<file path="config.mk">
export PLATFORM = sky130hd
export DESIGN_NAME = rr_sel_enc8
export DESIGN_NICKNAME = d
export VERILOG_FILES = /design/src/rtl/rr_sel_enc8.sv
export SDC_FILE = /design/constraint.sdc
export NUM_CORES = 1
export LEC_CHECK = 0
export BUFFER_PORTS_ARGS = -buffer_cell sky130_fd_sc_hd__buf_2
export CORE_MARGIN = 4
export CORE_UTILIZATION = 60
export DETAILED_ROUTE_END_ITERATION = 8
export PLACE_DENSITY_LB_ADDON = 0.1
export RECOVER_POWER = 50
export SYNTH_ARGS = -nofsm -noshare
export SYNTH_HDL_FRONTEND = slang
export SYNTH_SLANG_ARGS = --single-unit
</file>
<file path="constraint.sdc">
create_clock -name clk -period 10.1 [get_ports clk]
set_clock_uncertainty 0.2 [all_clocks]
set_input_delay 2.02 -clock clk [delete_from_list [all_inputs] [get_ports clk]]
set_output_delay 2.02 -clock clk [all_outputs]
set_load 0.02 [all_outputs]
</file>
<file path="src/rtl/rr_sel_enc8.sv">
// 8-requester round-robin arbiter that drives the registered grant index into dec3to8.
// Optional forced release after MAX_HOLD unacked cycles: define RR_HOLD_TIMEOUT_EN.
module rr_sel_enc8 #(
    parameter int unsigned N        = 8,
    parameter int unsigned IDX_W    = 3,
    parameter int unsigned CNT_W    = 8,
    parameter int unsigned MAX_HOLD = 15
) (
    input  logic             clk,
    input  logic             reset,
    input  logic [N-1:0]     req,
    input  logic             ack,
    output logic [IDX_W-1:0] gnt_idx,
    output logic             gnt_valid,
    output logic [CNT_W-1:0] gnt_count,
    output logic             timeout
);

    typedef enum logic {IDLE, GRANT} state_t;

    state_t           state;
    logic [IDX_W-1:0] ptr;
    logic [IDX_W-1:0] base;
    logic [IDX_W-1:0] win;
    logic             found;
    logic             natural_rel;
    logic             forced;
    logic             rel;

`ifdef RR_HOLD_TIMEOUT_EN
    localparam int unsigned HOLD_W = $clog2(MAX_HOLD + 1);
    logic [HOLD_W-1:0] hold_cnt;

    // hold_cnt counts the GRANT cycles already spent, so the grant stays visible
    // for exactly MAX_HOLD cycles before the forced release edge.
    assign forced = (state == GRANT) && (hold_cnt == HOLD_W'(MAX_HOLD - 1));
`else
    assign forced  = 1'b0;
    assign timeout = 1'b0;
`endif

    assign natural_rel = ack || !req[gnt_idx];
    assign rel         = (state == GRANT) && (natural_rel || forced);

    // On release the search starts just past the current holder, which equals the new ptr.
    always_comb begin
        base  = (state == GRANT) ? gnt_idx + IDX_W'(1) : ptr;
        win   = '0;
        found = 1'b0;
        for (int unsigned i = 0; i < N; i++) begin
            if (!found && req[base + IDX_W'(i)]) begin
                win   = base + IDX_W'(i);
                found = 1'b1;
            end
        end
    end

    always_ff @(posedge clk or negedge reset) begin
        if (!reset) begin
            state     <= IDLE;
            ptr       <= '0;
            gnt_idx   <= '0;
            gnt_valid <= 1'b0;
            gnt_count <= '0;
`ifdef RR_HOLD_TIMEOUT_EN
            hold_cnt  <= '0;
            timeout   <= 1'b0;
`endif
        end else begin
`ifdef RR_HOLD_TIMEOUT_EN
            timeout <= 1'b0;
`endif
            case (state)
                IDLE: begin
                    if (found) begin
                        state     <= GRANT;
                        gnt_idx   <= win;
                        gnt_valid <= 1'b1;
                        gnt_count <= gnt_count + CNT_W'(1);
`ifdef RR_HOLD_TIMEOUT_EN
                        hold_cnt  <= '0;
`endif
                    end else begin
                        gnt_idx   <= '0;
                        gnt_valid <= 1'b0;
                    end
                end
                GRANT: begin
                    if (rel) begin
                        ptr <= gnt_idx + IDX_W'(1);
`ifdef RR_HOLD_TIMEOUT_EN
                        timeout  <= forced && !natural_rel;
                        hold_cnt <= '0;
`endif
                        if (found) begin
                            gnt_idx   <= win;
                            gnt_count <= gnt_count + CNT_W'(1);
                        end else begin
                            state     <= IDLE;
                            gnt_idx   <= '0;
                            gnt_valid <= 1'b0;
                        end
                    end else begin
`ifdef RR_HOLD_TIMEOUT_EN
                        hold_cnt <= hold_cnt + HOLD_W'(1);
`endif
                    end
                end
                default: begin
                    state     <= IDLE;
                    gnt_idx   <= '0;
                    gnt_valid <= 1'b0;
                end
            endcase
        end
    end

endmodule
</file>
==> results.py, run 1 <==
metrics = {
    "die": {
        "die_h_um": 66.1,
        "die-width_um": 66.1,
        "die_area_mm2": 0.00437,
        "coreArea_mm2": 0.00315,
        "io_pins": 24,
        "num_rows": 20,
        "initial_core_util": 0.643,
    },
    "outcome": {
        "status": "finished clean",
    },
    "grt": {
        "grt_pass1_vias": 1857,
        "antenna_found_initial": 0,
        "grt_use_total": 0.281,
        "grt_max_degree": 23,
        "grt_pass1_wl_mm": 9.62,
        "overflow": 0,
    },
    "sta": {
        "setup_viol": 0,
        "drv_slew": 0,
        "worst_slew_pin_slew_ps": 834,
        "final-hold-violation-count": 0,
        "maxSlewHeadroom": 0.444,
        "rsz0062_at_grt": "no",
        "post-route-min-period_ps": 4250,
        "fmax_mhz": 235,
        "tns_ps": 0,
        "layout_worst_path_cycle_share": 0.421,
    },
    "routing": {
        "avgViaCountPerCell": 6.84,
        "dr_total_vias": 2053,
        "dr_wl_met3_um": 568,
        "dr_wl_met2_mm": 2.53,
        "drt-pass1-iter-count": 5,
        "ant_nets": 0,
        "first_iter_violations": 215,
        "drt-wirelength-per-cell_um": 18.7,
        "drc": 0,
        "met1_length_mm": 2.49,
        "wl_mm": 5.62,
        "topRoutingLayerUsed": "met4",
    },
    "critical_path": {
        "crit_end": "gnt_idx[0]$_DFFE_PN0P_",
        "crit_type": "register to register",
        "startpoint": "gnt_idx[0]$_DFFE_PN0P_",
        "reg2regPathDepth": 11,
        "r2r_slack_ps": 5850,
        "start_kind": "register",
        "worst_r2r_endpoint": "gnt_idx[0]$_DFFE_PN0P_",
        "endpoint_kind": "register",
        "rr_startpoint": "gnt_idx[0]$_DFFE_PN0P_",
        "critPathRequiredTime_ps": 10070,
        "critical_path_arrival_ps": 4220,
        "worstPathMaxFanout": 22,
    },
    "yosys": {
        "synth_mux_area_frac": 0.179,
        "synth-seq-area-share": 0.197,
        "ys_ff_latch": 16,
        "synth.top_cell.area_share": 0.197,
        "syn_area_mm2": 0.00203,
        "synthArstFlopShare": 1.00,
        "synth_area_leaders": "dfrtp_1 (20%), mux2i_1 (12%), o21ai_0 (5.2%), a21oi_1 (4.9%), xnor2_1 (3.9%)",
        "synth_compound_area_frac": 0.275,
        "synth_edf_count": 0,
        "synth-simple-area-share": 0.209,
        "synth_top_family_by_area": "compound AO/OA/AOI/OAI gates",
        "syn_nets": 260,
        "ys.flop_type": "dfrtp_1",
        "synthAdderAreaFrac": 0.0185,
        "synth_warnings": 0,
        "synth_top_area_cell": "dfrtp_1",
        "synth_cell_types": 60,
        "syn_inst": 246,
        "synth_xor_area_frac": 0.0623,
        "synth_area_per_cell_um2": 8.24,
    },
    "cts": {
        "cts_root_buf": "clkbuf_4",
        "insertion_delay_ps": 290,
        "h-tree-depth": 1,
        "cts_tree": "done",
        "clockBufferDepth": 2,
        "cts_made_buffers": 3,
        "post_cts_buffers": 0,
        "cts_resized": 0,
        "cts_sinks": 16,
        "hold_buffers": 0,
        "clk_pin_slew_worst_paths_ps": 100,
    },
    "min_path": {
        "hold_path.class": "register to register",
        "hold_depth": 1,
    },
    "final_layout": {
        "synthToLayoutAreaGrowth_pct": 5.92,
        "drive_above_1_share": 0.180,
        "fillCellCount": 283,
        "layout.nets": 271,
        "diodes": 0,
    },
    "place": {
        "gp_routability_congestion": 0.940,
        "portBuffers": 22,
        "dpl.hpwl_mm": 4.07,
    },
    "flow_run": {
        "maxCapViolations": 0,
    },
}
==> cell usage after synthesis, drive strengths merged, types with 4 or more instances <==
| library cell | instances |
|---|---|
| mux2i | 25 |
| a21oi | 21 |
| o21ai | 21 |
| nand3 | 18 |
| nand2 | 17 |
| dfrtp | 16 |
| clkbuf | 13 |
| xnor2 | 10 |
| a211oi | 8 |
| inv | 7 |
| and2 | 6 |
| nand4 | 6 |
| a2111oi | 5 |
| and3 | 5 |
| buf | 5 |
| nor2 | 5 |
| mux2 | 4 |
| nand2b | 4 |
| or2 | 4 |
==> worst max-delay path, stage by stage, from the launching register on <==
cell,delay (ps)
dfrtp_1,500
ha_1,420
mux2i_1,180
buf_4,300
inv_2,230
ha_1,280
xnor2_1,340
mux2i_1,410
o211ai_1,250
or4b_1,740
a21oi_1,210
nor3_1,60
==> per-stage QoR <==
stage | util | instances | instance area, um^2 | hold slack [ps] | setup slack (ps)
2_1_floorplan | - | 246 | 2030 | 265 | 5970
3_3_place_gp | 0.673 | 296 | 2120 | 256 | 5620
3_5_place_dp | 0.673 | 296 | 2120 | 279 | 5580
4_1_cts | 0.684 | 300 | 2160 | 291 | 5860
5_1_grt | 0.681 | 300 | 2150 | 314 | 5560
6_report | 0.681 | 300 | 2150 | 290 | 5850
==> cells in the final DEF, fill, tap and decap left out, types with 4 or more instances in the layout <==
cell | synthesis | layout
mux2_2 | 4 | 4
a211oi_1 | 8 | 8
xnor2_1 | 9 | 9
inv_1 | 6 | 6
nor2_1 | 5 | 5
o21ai_0 | 21 | 21
a2111oi_0 | 4 | 4
mux2i_1 | 25 | 25
nand4_1 | 5 | 5
and2_1 | 5 | 5
a21oi_1 | 20 | 20
dfrtp_1 | 16 | 16
or2_2 | 4 | 4
nand2b_1 | 4 | 4
nand3_1 | 13 | 13
nand2_1 | 17 | 17
and3_1 | 5 | 5
buf_2 | 1 | 15
clkbuf_1 | 13 | 7
nand3_2 | 5 | 5
==> metal layers <==
metal  global-route usage  vias to the layer above
met5                    0                        -
met4               0.0305                        0
met3               0.0578                        4
met2                0.420                      119
met1                0.426                      963
li1                     -                      967
==> logic make-up after synthesis <==
group / count (synthesis)
flops: 16
other cells: 1
simple gates: 73
buf+inv: 26
mux: 32
fa+ha+maj: 3
compound gates: 83
xor+xnor: 12
==> state kept, by name (all words and copies together), names as in the netlist <==
| signal | flops |
|---|---|
| ptr | 3 |
| gnt_count | 8 |
| gnt_valid | 1 |
| gnt_idx | 3 |
| state | 1 |
==> how the worst min path moves through the flow <==
stage	slack [ps]	to	start
global route	310	gnt_count[7]$_DFFE_PN0P_	gnt_count[7]$_DFFE_PN0P_
finish	290	gnt_count[7]$_DFFE_PN0P_	gnt_count[7]$_DFFE_PN0P_
floorplan	260	ptr[0]$_DFFE_PN0P_	ptr[0]$_DFFE_PN0P_
CTS	290	gnt_count[7]$_DFFE_PN0P_	gnt_count[7]$_DFFE_PN0P_
detailed placement	280	gnt_count[7]$_DFFE_PN0P_	gnt_count[7]$_DFFE_PN0P_
global placement	260	gnt_count[7]$_DFFE_PN0P_	gnt_count[7]$_DFFE_PN0P_
==> area by class of cell <==
class,instances,area (um^2),area share
multi-input combinational,204,1510,0.703
timing repair buffer,24,116,0.0542
sequential,16,400,0.186
inverter,8,30.0,0.0140
tap,44,55.1,0.0256
clock buffer,4,36.3,0.0169
Power of run 1 is not shown: default switching activity piles up to over one toggle a cycle in this logic, so the estimate is an artifact.
==> inputs of run 2 (changes only) <==
CORE_UTILIZATION = 53   (was 60)
clock period = 3.6 ns   (was 10.1 ns; I/O delays follow)
==> results.py, run 2 (synthesized netlist as in run 1, its figures left out) <==
metrics = {
    "final_layout": {
        "largest_register_ffs": 8,
        "fillCellCount": 340,
        "multi_input_area_mm2": 0.00155,
        "top_regs": "gnt_count: 8 flops, gnt_idx: 3 flops, ptr: 3 flops",
        "top_register": "gnt_count",
        "diodes": 0,
        "drive_above_1_share": 0.261,
        "final_cell_mix": "mux2i_1 (23), o21ai_0 (21), a21oi_1 (20)",
        "layout.nets": 287,
        "final_common_cell": "mux2i_1",
        "regArea_um2": 403,
        "synthToLayoutAreaGrowth_pct": 15.1,
    },
    "cts": {
        "clockBufferDepth": 2,
        "cts_made_buffers": 3,
        "cts_sinks": 16,
        "cts_tree": "done",
        "cts_root_buf": "clkbuf_8",
        "clk_pin_slew_worst_paths_ps": 60,
        "h-tree-depth": 1,
        "hold_buffers": 0,
        "insertion_delay_ps": 250,
    },
    "flow_run": {
        "maxCapViolations": 0,
    },
    "sta": {
        "fmax_mhz": 292,
        "rsz0062_at_grt": "no",
        "final-hold-violation-count": 0,
        "setup_viol": 0,
        "maxSlewHeadroom": 0.444,
        "post-route-min-period_ps": 3420,
        "layout_worst_path_cycle_share": 0.951,
        "drv_slew": 0,
        "tns_ps": 0,
        "worst_slew_pin_slew_ps": 833,
    },
    "critical_path": {
        "path_cells": "buf_4, nor2_1, a21o_2, buf_4, xnor2_2, mux2i_2, o211ai_1, or4b_4, a21oi_1, nor3_1",
        "endpoint_kind": "register",
        "critical_path_arrival_ps": 3340,
        "worstPathMaxFanout": 9,
        "critPathRequiredTime_ps": 3520,
        "crit_path_frequent_cell": "buf_4",
        "start_kind": "register",
        "cp_slowest_cell": "or4b_4",
        "crit_type": "register to register",
        "cpPeakStageDelay_ps": 660,
    },
    "place": {
        "dpl.hpwl_mm": 4.48,
        "gp_routability_congestion": 0.949,
        "portBuffers": 22,
    },
    "die": {
        "io_pins": 24,
        "num_rows": 22,
        "coreArea_mm2": 0.00369,
        "die_area_mm2": 0.00488,
        "die_h_um": 69.9,
        "die-width_um": 69.9,
        "initial_core_util": 0.550,
    },
    "grt": {
        "grtUsageMet1": 0.358,
        "grt_max_degree": 22,
        "overflow": 0,
        "grt.busiest_layer": "met2",
        "grt.met3_usage": 0.0360,
        "grt_use_total": 0.239,
        "grtUsageMet2": 0.361,
        "grt_pass1_wl_mm": 9.69,
        "grt_pass1_vias": 1963,
        "antenna_found_initial": 0,
    },
    "routing": {
        "avgViaCountPerCell": 6.48,
        "dr_total_vias": 2075,
        "wl_mm": 5.87,
        "first_iter_violations": 181,
        "drc": 0,
        "drt-wirelength-per-cell_um": 18.3,
        "drt-pass1-iter-count": 4,
        "ant_nets": 0,
    },
    "outcome": {
        "status": "finished clean",
    },
    "min_path": {
        "hold_path.class": "register to register",
    },
}
## run 2: worst paths after layout
| kind | from | to | slack (ps) | depth (start not counted) |
|---|---|---|---|---|
| setup / recovery | state$_DFF_PN0_ | gnt_idx[0]$_DFFE_PN0P_ | 180 | 10 |
| hold / removal | gnt_count[7]$_DFFE_PN0P_ | gnt_count[7]$_DFFE_PN0P_ | 280 | 1 |
| setup reg to reg | state$_DFF_PN0_ | gnt_idx[0]$_DFFE_PN0P_ | 180 | 10 |
| hold reg to reg | gnt_count[7]$_DFFE_PN0P_ | gnt_count[7]$_DFFE_PN0P_ | 280 | 1 |
| max in group asynchronous | reset | gnt_idx[1]$_DFFE_PN0P_ | 2290 | 1 |
| min in group asynchronous | reset | gnt_count[7]$_DFFE_PN0P_ | 350 | 1 |
## run 2: critical path, delay by kind of cell (launching register included)
family / cells / cell delay [ps]
xor+xnor: 1 / 180
buf+inv: 2 / 420
flops: 1 / 480
compound gates: 3 / 710
simple gates: 3 / 960
mux: 1 / 330
## run 2: layer usage
| metal | share of wire | wire, um |
|---|---|---|
| met5 | 0 | 0 |
| met1 | 0.47 | 2770 |
| met4 | 0.011 | 66 |
| met2 | 0.45 | 2630 |
| met3 | 0.069 | 404 |
## run 2: metrics by stage
step / worst slack (ps) / std cells / hold WS, ps / util / area, um^2
after floorplan: 66.5 / 246 / 224 / - / 2070
after global routing: 7.33 / 320 / 297 / 0.633 / 2330
final: 177 / 320 / 282 / 0.633 / 2330
after detailed placement: 41.9 / 316 / 261 / 0.619 / 2280
after global placement: 121 / 316 / 256 / 0.619 / 2280
after CTS: 18.6 / 320 / 180 / 0.634 / 2340
## run 2: layout make-up
type                       instances  share of cell area
multi-input combinational        204               0.664
sequential                        16               0.173
timing repair buffer              40               0.101
tap                               48              0.0257
clock buffer                       4              0.0236
inverter                           8              0.0129
## run 2: timing repair
action / in CTS / in global routing
buffers inserted: 0 / 0
endpoints found under the hold margin: 0 / 0
resized for setup: 0 / 2
setup endpoints to repair: 0 / 8
Power of run 2 is left out for the same reason.
==> inputs of run 3 (changes only) <==
CORE_UTILIZATION = 55   (was 53)
CTS_BUF_LIST = sky130_fd_sc_hd__clkbuf_8   (was default)
==> results.py, run 3 (synthesized netlist as in run 1, its figures left out) <==
metrics = {
    "cts": {
        "cts_tree": "done",
        "clockBufferDepth": 2,
        "hold_buffers": 0,
        "cts_sinks": 16,
        "h-tree-depth": 1,
        "insertion_delay_ps": 250,
        "post_cts_buffers": 0,
        "clk_pin_slew_worst_paths_ps": 70,
        "cts_root_buf": "clkbuf_8",
        "cts_made_buffers": 3,
    },
    "routing": {
        "avgViaCountPerCell": 6.61,
        "wl_mm": 5.87,
        "dr_total_vias": 2089,
        "drt-wirelength-per-cell_um": 18.6,
        "ant_nets": 0,
        "drc": 0,
        "first_iter_violations": 297,
        "drt-pass1-iter-count": 5,
    },
    "final_layout": {
        "synthToLayoutAreaGrowth_pct": 14.3,
        "drive_above_1_share": 0.256,
        "layout.nets": 285,
        "top_register": "gnt_count",
        "final_common_cell": "mux2i_1",
        "final_cell_mix": "mux2i_1 (23), o21ai_0 (21), a21oi_1 (20)",
        "largest_register_ffs": 8,
        "top_regs": "gnt_count: 8 flops, gnt_idx: 3 flops, ptr: 3 flops",
        "fillCellCount": 308,
        "diodes": 0,
        "stdcell_count": 316,
    },
    "grt": {
        "antenna_found_initial": 0,
        "grt_pass1_wl_mm": 9.49,
        "overflow": 0,
        "grt_use_total": 0.269,
        "grt_pass1_vias": 1858,
        "grt_max_degree": 22,
    },
    "critical_path": {
        "cpPeakStageDelay_ps": 450,
        "start_kind": "register",
        "rr_startpoint": "gnt_idx[1]$_DFFE_PN0P_",
        "cp_slowest_cell": "dfrtp_2",
        "path_cells": "ha_4, mux2i_2, inv_2, ha_1, xnor2_2, mux2i_2, o211ai_1, buf_4, nor3_2, a21oi_1, mux2_2",
        "crit_path_frequent_cell": "mux2i_2",
        "worstPathMaxFanout": 6,
        "r2r_slack_ps": 270,
        "crit_type": "register to register",
        "startpoint": "gnt_idx[1]$_DFFE_PN0P_",
        "endpoint_kind": "register",
        "reg2regPathDepth": 11,
        "critical_path_arrival_ps": 3280,
        "critPathRequiredTime_ps": 3540,
        "worst_r2r_endpoint": "gnt_count[1]$_DFFE_PN0P_",
    },
    "place": {
        "portBuffers": 22,
        "dp.cells": 312,
        "gp_routability_congestion": 0.988,
        "dpl.hpwl_mm": 4.42,
        "pre_cts_slack_ps": 194,
    },
    "min_path": {
        "hold_path.class": "register to register",
        "hold_depth": 1,
        "hold_start": "gnt_count[7]$_DFFE_PN0P_",
        "hold_end": "gnt_count[7]$_DFFE_PN0P_",
    },
    "sta": {
        "post-route-min-period_ps": 3330,
        "setup_ws_ps": 267,
        "fmax_mhz": 300,
        "layout_worst_path_cycle_share": 0.926,
        "final-hold-violation-count": 0,
        "setup_viol": 0,
        "worst_slew_pin_slew_ps": 850,
        "fin_hold_ws_ps": 273,
        "maxSlewHeadroom": 0.433,
        "drv_slew": 0,
    },
    "die": {
        "coreArea_mm2": 0.00344,
        "die_area_mm2": 0.00472,
        "die_h_um": 68.7,
        "initial_core_util": 0.589,
        "num_rows": 21,
        "die-width_um": 68.7,
        "io_pins": 24,
    },
    "outcome": {
        "status": "finished clean",
    },
    "flow_run": {
        "maxCapViolations": 0,
    },
}
[run 3: cell types whose count changed in the layout (fill, tap and decap cells not counted)]
cell   delta
buf_4     -2
[run 3: layout make-up]
cell class	instances	area, um^2	area share
well taps	46	57.6	0.0248
repair buffers	38	221	0.0956
inverters	8	30.0	0.0130
clock buffers	4	55.1	0.0238
flip-flops and latches	16	403	0.174
multi-input cells	204	1550	0.669
[run 3: critical path: cells and delay by family (launching register included)]
| family | cells | cell delay (ps) |
|---|---|---|
| XOR/XNOR | 1 | 280 |
| multiplexers | 3 | 820 |
| adder cells (fa/ha/maj) | 2 | 530 |
| buffers and inverters | 2 | 270 |
| AND/OR/NAND/NOR | 1 | 350 |
| flip-flops | 1 | 450 |
| AO/OA/AOI/OAI | 2 | 340 |
[run 3: metal layers]
metal  part of all wire  vias to the layer above  global-route usage  wire (um)
li1                   -                      990                   -          -
met1               0.46                      979               0.406       2680
met2               0.43                      110               0.393       2520
met3               0.10                       10              0.0551        585
met4              0.014                        0              0.0535         82
met5                  0                        -                   0          0
[run 3: per-stage QoR]
| stage | setup TNS (ps) | instance area, um^2 | utilization |
|---|---|---|---|
| floorplan | 0 | 2070 | - |
| global placement | 0 | 2270 | 0.658 |
| detailed placement | 0 | 2270 | 0.658 |
| CTS | 0 | 2320 | 0.674 |
| global route | -98.9 | 2320 | 0.673 |
| finish | 0 | 2320 | 0.673 |
[run 3: worst max path at each step]
stage	endpoint	slack, ps	cells after the start
6_report	gnt_count[1]$_DFFE_PN0P_	270	11
5_1_grt	gnt_idx[0]$_DFFE_PN0P_	-100	11
4_1_cts	gnt_count[4]$_DFFE_PN0P_	150	10
3_5_place_dp	gnt_count[5]$_DFFE_PN0P_	190	10
3_3_place_gp	gnt_idx[0]$_DFFE_PN0P_	230	9
2_1_floorplan	gnt_idx[0]$_DFFE_PN0P_	70	12
[run 3: repair_timing]
item / 4_1_cts / 5_1_grt
gates resized for setup: 0 / 2
endpoints found under the setup margin: 0 / 8
hold endpoints to repair: 0 / 0
Power of run 3 is left out for the same reason.
